[src/rtl/tc_pl_cap_avg_seq_ctl.sv]
`timescale 1ns/1ps
// tc_pl_cap_avg_seq_ctl
// Sequencer for the capture/accumulate datapath. It runs cfg_frames triggered
// capture passes of cfg_len samples. Pass 0 writes raw samples and later passes
// accumulate. The block gates the ADC strobe into the datapath and waits out the
// pipeline write-back latency before it re-arms for the next trigger.
module tc_pl_cap_avg_seq_ctl #(
   parameter int LEN_W    = 16,
   parameter int CNT_W    = 16,
   parameter int PIPE_LAT = 6
) (
   input  logic             clk,
   input  logic             rst_n,
   input  logic [LEN_W-1:0] cfg_len,
   input  logic [CNT_W-1:0] cfg_frames,
   input  logic             start,
   input  logic             abort,
   input  logic             trig,
   input  logic             adc_valid,
   output logic             add_add,
   output logic             data_valid,
   output logic             busy,
   output logic             done,
   output logic [CNT_W-1:0] frame_cnt,
   output logic             err_trig_ovr
);

   // Drain counter only has to reach PIPE_LAT-1; keep it at least one bit wide.
   localparam int               DRN_W    = (PIPE_LAT > 1) ? $clog2(PIPE_LAT) : 1;
   localparam logic [DRN_W-1:0] DRN_LAST = DRN_W'(PIPE_LAT - 1);

   typedef enum logic [2:0] {
      S_IDLE  = 3'd0,
      S_ARM   = 3'd1,
      S_CAPT  = 3'd2,
      S_DRAIN = 3'd3,
      S_FIN   = 3'd4
   } state_t;

   state_t           state_q;

   // Configuration captured on an accepted start; later cfg_* edits are ignored.
   logic [LEN_W-1:0] len_q;
   logic [CNT_W-1:0] frames_q;

   logic [LEN_W-1:0] samp_cnt_q;
   logic [LEN_W-1:0] samp_cnt_d;
   logic [DRN_W-1:0] drain_cnt_q;
   logic [DRN_W-1:0] drain_cnt_d;
   logic [CNT_W-1:0] frame_cnt_q;
   logic [CNT_W-1:0] frame_cnt_d;

   logic             add_add_q;
   logic             busy_q;
   logic             done_q;
   logic             err_q;

   logic [LEN_W-1:0] len_last;
   logic             start_ok;
   logic             abort_act;
   logic             samp_last;
   logic             drain_last;
   logic             frame_last;
   logic             trig_ovr;

   // Incrementers and decode terms shared by the sequencer.
   always_comb begin
      samp_cnt_d  = samp_cnt_q + LEN_W'(1);
      drain_cnt_d = drain_cnt_q + DRN_W'(1);
      frame_cnt_d = frame_cnt_q + CNT_W'(1);
      len_last    = len_q - LEN_W'(1);
      // Abort beats a same-cycle start in IDLE, so the start is never accepted.
      start_ok    = start && !abort && (cfg_len != '0) && (cfg_frames != '0);
      abort_act   = abort && (state_q != S_IDLE);
      samp_last   = (samp_cnt_q == len_last);
      drain_last  = (drain_cnt_q == DRN_LAST);
      frame_last  = (frame_cnt_d == frames_q);
      // A trigger arriving while a frame is still being captured or written back
      // would have started a capture on top of an unfinished one.
      trig_ovr    = trig && ((state_q == S_CAPT) || (state_q == S_DRAIN));
   end

   // The sample strobe passes only while capturing. It is combinational so the
   // datapath sees the sample in the cycle it arrives, and abort blocks it at once.
   assign data_valid = adc_valid && (state_q == S_CAPT) && !abort;

   // Sequencer: state, counters and all registered outputs.
   always_ff @(posedge clk or negedge rst_n) begin
      if (!rst_n) begin
         state_q     <= S_IDLE;
         len_q       <= '0;
         frames_q    <= '0;
         samp_cnt_q  <= '0;
         drain_cnt_q <= '0;
         frame_cnt_q <= '0;
         add_add_q   <= 1'b0;
         busy_q      <= 1'b0;
         done_q      <= 1'b0;
         err_q       <= 1'b0;
      end else begin
         done_q <= 1'b0;
         if (abort_act) begin
            // frame_cnt keeps the number of frames already written back.
            state_q   <= S_IDLE;
            add_add_q <= 1'b0;
            busy_q    <= 1'b0;
         end else begin
            if (trig_ovr) begin
               err_q <= 1'b1;
            end
            case (state_q)
               S_IDLE: begin
                  if (start_ok) begin
                     len_q       <= cfg_len;
                     frames_q    <= cfg_frames;
                     frame_cnt_q <= '0;
                     err_q       <= 1'b0;
                     add_add_q   <= 1'b0;
                     busy_q      <= 1'b1;
                     state_q     <= S_ARM;
                  end
               end
               S_ARM: begin
                  // add_add was set on entry to ARM, so it is stable well before
                  // the first gated sample of the frame.
                  if (trig) begin
                     samp_cnt_q <= '0;
                     state_q    <= S_CAPT;
                  end
               end
               S_CAPT: begin
                  if (adc_valid) begin
                     samp_cnt_q <= samp_cnt_d;
                     if (samp_last) begin
                        drain_cnt_q <= '0;
                        state_q     <= S_DRAIN;
                     end
                  end
               end
               S_DRAIN: begin
                  drain_cnt_q <= drain_cnt_d;
                  if (drain_last) begin
                     // The last sample of the frame has now reached the buffer.
                     frame_cnt_q <= frame_cnt_d;
                     if (frame_last) begin
                        done_q  <= 1'b1;
                        state_q <= S_FIN;
                     end else begin
                        add_add_q <= 1'b1;
                        state_q   <= S_ARM;
                     end
                  end
               end
               S_FIN: begin
                  busy_q    <= 1'b0;
                  add_add_q <= 1'b0;
                  state_q   <= S_IDLE;
               end
               default: begin
                  state_q <= S_IDLE;
               end
            endcase
         end
      end
   end

   assign add_add      = add_add_q;
   assign busy         = busy_q;
   assign done         = done_q;
   assign frame_cnt    = frame_cnt_q;
   assign err_trig_ovr = err_q;

endmodule

[config.mk]
export PLATFORM = sky130hd
export DESIGN_NAME = tc_pl_cap_avg_seq_ctl
export DESIGN_NICKNAME = d
export VERILOG_FILES = /design/src/rtl/tc_pl_cap_avg_seq_ctl.sv
export SDC_FILE = /design/constraint.sdc
export NUM_CORES = 1
export LEC_CHECK = 0
export CAP_MARGIN = 0
export CORE_MARGIN = 5
export CORE_UTILIZATION = 56
export CTS_CLUSTER_SIZE = 16
export DETAILED_ROUTE_END_ITERATION = 7
export GPL_TIMING_DRIVEN = 1
export PLACE_DENSITY = 0.89
export RECOVER_POWER = 50
export SLEW_MARGIN = 20
export SYNTH_ARGS = -nofsm -noshare
export SYNTH_HDL_FRONTEND = slang
export SYNTH_SLANG_ARGS = --single-unit
[constraint.sdc]
create_clock -name clk -period 2.8 [get_ports clk]
set_input_delay 0.56 -clock clk [delete_from_list [all_inputs] [get_ports clk]]
set_output_delay 0.56 -clock clk [all_outputs]
set_load 0.01 [all_outputs]
==> impl_metrics.py <==
metrics = {
    "flow_run": {
        "cap_violations": 0,
    },
    "final_layout": {
        "final_common_cell": "dfrtp_1",
        "stdcell_area_um2": 5440,
        "num-fill-cells": 510,
        "layout-drive-gt1-share": 0.148,
        "diodes": 0,
        "multi_input_area_um2": 2420,
        "layout.cells.non_filler": 641,
        "nNetsFinal": 577,
        "most-common-layout-cells": "dfrtp_1, clkdlybuf4s50_1, nor2_1",
        "seq_area_um2": 1850,
        "syn_to_final_growth_pct": 24.4,
    },
    "routing": {
        "wl_per_cell_um": 18.2,
        "final_antenna_net_count": 0,
        "vias_per_cell": 6.19,
        "drt-pass1-iter-count": 5,
        "vias": 3967,
        "drt_iter0_markers": 355,
        "drt_wl_total_um": 11600,
        "drc_errors": 0,
    },
    "placed_design": {
        "io_buffer_count": 58,
        "preCtsSetupSlack_ns": 0.00570,
        "dp.cells": 625,
        "dp_hpwl_um": 8550,
        "gp_congestion": 0.982,
        "place_area_um2": 5180,
    },
    "timing": {
        "fin_ws_ns": 0.0862,
        "maxSlewHeadroom": 0.0921,
        "tns_ns": 0,
        "drv_slew": 0,
        "tightestPinTransition_ns": 1.36,
        "hold_viol": 0,
        "setup_violations": 0,
        "min_period_over_period": 0.969,
        "fmax_ghz": 0.368,
        "fin_skew_ns": 0.0101,
        "min_period_ns": 2.71,
    },
    "floorplan": {
        "die-area_um2": 9680,
        "coreArea_um2": 7650,
        "die_y_um": 98.4,
        "rows": 32,
        "initial_utilization": 0.572,
        "fp.dieW_um": 98.4,
        "io_pins": 59,
    },
    "pwr": {
        "pwr-share-seq": 0.428,
        "powerDensity_nw_per_um2": 676,
        "power_frac_comb": 0.270,
        "leakage_nw": 2.23,
        "switching_share": 0.316,
        "p_total_mw": 3.68,
        "switchingPower_mw": 1.16,
        "ir_drop_mv": 0.432,
        "clkPwrFrac": 0.303,
        "p_int_mw": 2.52,
    },
    "clocking": {
        "htreeDepth": 3,
        "post-cts-setup-buffer-count": 0,
        "cts_root_buf": "clkbuf_8",
        "holdBufCountCts": 0,
        "cts_made_buffers": 9,
        "path_clk_slew_ns": 0.08,
        "cts_resized": 0,
        "clock-sinks": 74,
        "clkLatencyLatePin_ns": 0.36,
        "tritoncts": "built",
        "cts_buffer_depth": 2,
    },
    "grt": {
        "grt_pass1_vias": 3803,
        "grt_usage": 0.242,
        "grt_antenna_before_repair": 0,
        "grt_max_degree": 35,
        "grt_pass1_wl_um": 18900,
        "overflow": 0,
    },
    "worst_setup_path": {
        "worst_setup_path_end_kind": "flip-flop",
        "cp_max_fo": 7,
        "cp_data_required_time_ns": 3.04,
        "cp-start-kind": "flip-flop",
        "rr_startpoint": "frame_cnt[0]",
        "cp-startpoint": "frame_cnt[0]",
        "path_class": "flip-flop to flip-flop",
        "cp.arrival_ns": 2.95,
    },
    "logic_synthesis": {
        "synth_cell_type_count": 62,
        "ys_seq_elements": 74,
        "synthAdderAreaFrac": 0.0143,
        "yosysWarnings": 0,
        "synth-edff-count": 0,
        "synth_compound_area_frac": 0.130,
        "syn_avg_cell_area_um2": 9.47,
        "synth_xor_area_frac": 0.0981,
        "syn-cell-area_um2": 4370,
        "syn-num-nets": 505,
        "ys.flop_type": "dfrtp_1",
        "synth-simple-area-share": 0.224,
        "yosysSeqAreaShare": 0.423,
        "async_reset_ff_frac": 1.00,
        "synthCells": 462,
        "synth_mux_area_frac": 0.0838,
        "synth_top_family_by_area": "simple AND/OR/NAND/NOR gates",
    },
    "min_path": {
        "hold_class": "input pin to asynchronous set/reset pin",
    },
    "run_status": {
        "status": "finished clean",
    },
}
==> area by class of cell <==
cell class	count	area share
multi-input combinational	360	0.445
timing repair buffer	79	0.135
inverter	10	0.00690
clock inverter	5	0.0230
sequential	74	0.341
tap	102	0.0235
clock buffer	11	0.0260
==> routing by layer <==
layer,share of wire,track usage
met1,0.44,0.330
met2,0.48,0.382
met3,0.067,0.0457
met4,0.020,0.0945
met5,0,0
==> stage by stage <==
step | util | hold WS [ns]
floorplan | - | 0.264
global placement | 0.678 | 0.496
detailed placement | 0.678 | 0.488
CTS | 0.713 | 0.219
global route | 0.711 | 0.541
finish | 0.711 | 0.501
==> Yosys cell counts, types with 6 or more instances <==
cell type	n	area share
mux2_2	29	0.075
nor2_1	37	0.032
o21ai_0	36	0.041
a21oi_1	19	0.022
xnor2_1	22	0.044
clkbuf_1	12	0.010
or3_1	6	0.0086
inv_1	10	0.0086
xor2_1	27	0.054
dfrtp_1	74	0.42
nor4_1	10	0.014
nand3_1	22	0.025
nand2_1	37	0.032
nand4_1	12	0.017
nor3_1	14	0.016
o31ai_1	8	0.014
==> path summary, 6_finish.rpt <==
| kind | endpoint | slack (ns) | depth (start not counted) |
|---|---|---|---|
| setup / recovery | state_q[0] | 0.09 | 9 |
| hold / removal | samp_cnt_q[10] | 0.50 | 1 |
| setup reg to reg | state_q[0] | 0.09 | 9 |
| hold reg to reg | add_add | 0.50 | 1 |
| max in group asynchronous | frame_cnt[2] | 0.72 | 2 |
| min in group clk | add_add | 0.50 | 1 |
==> sequential cells by signal, summed over array words and instances (netlist names) <==
signal,flops
busy,1
err_trig_ovr,1
state_q,3
len_q,16
add_add,1
frame_cnt,16
frames_q,16
samp_cnt_q,16
done,1
drain_cnt_q,3
==> logic make-up (layout without fill, tap and decap cells) <==
| group | after synthesis | in the layout |
|---|---|---|
| muxes | 33 | 33 |
| xor gates and xnor gates | 49 | 49 |
| AOI/OAI and AO/OA | 91 | 91 |
| adders and majority gates | 5 | 5 |
| DFF | 74 | 74 |
| and+or+nand+nor | 182 | 182 |
| buffers and inverters | 28 | 105 |
==> worst max-delay path, cell delays in order (launching register included) <==
cell,delay [ns]
dfrtp_1,0.48
ha_1,0.22
nand2_1,0.16
nor4_1,0.38
buf_4,0.19
xor2_1,0.06
nor2_1,0.12
o21bai_1,0.10
a2111o_1,0.52
a221o_1,0.36
==> power groups by stage <==
stage	combinational, mW	clock (mW)	sequential, mW
floorplan	0.727	0	1.49
global placement	0.932	0	1.57
detailed placement	0.977	0	1.58
CTS	0.989	1.11	1.56
global route	1.09	1.17	1.61
finish	0.992	1.11	1.57
Note: power is estimated with default switching activity, not from simulation.
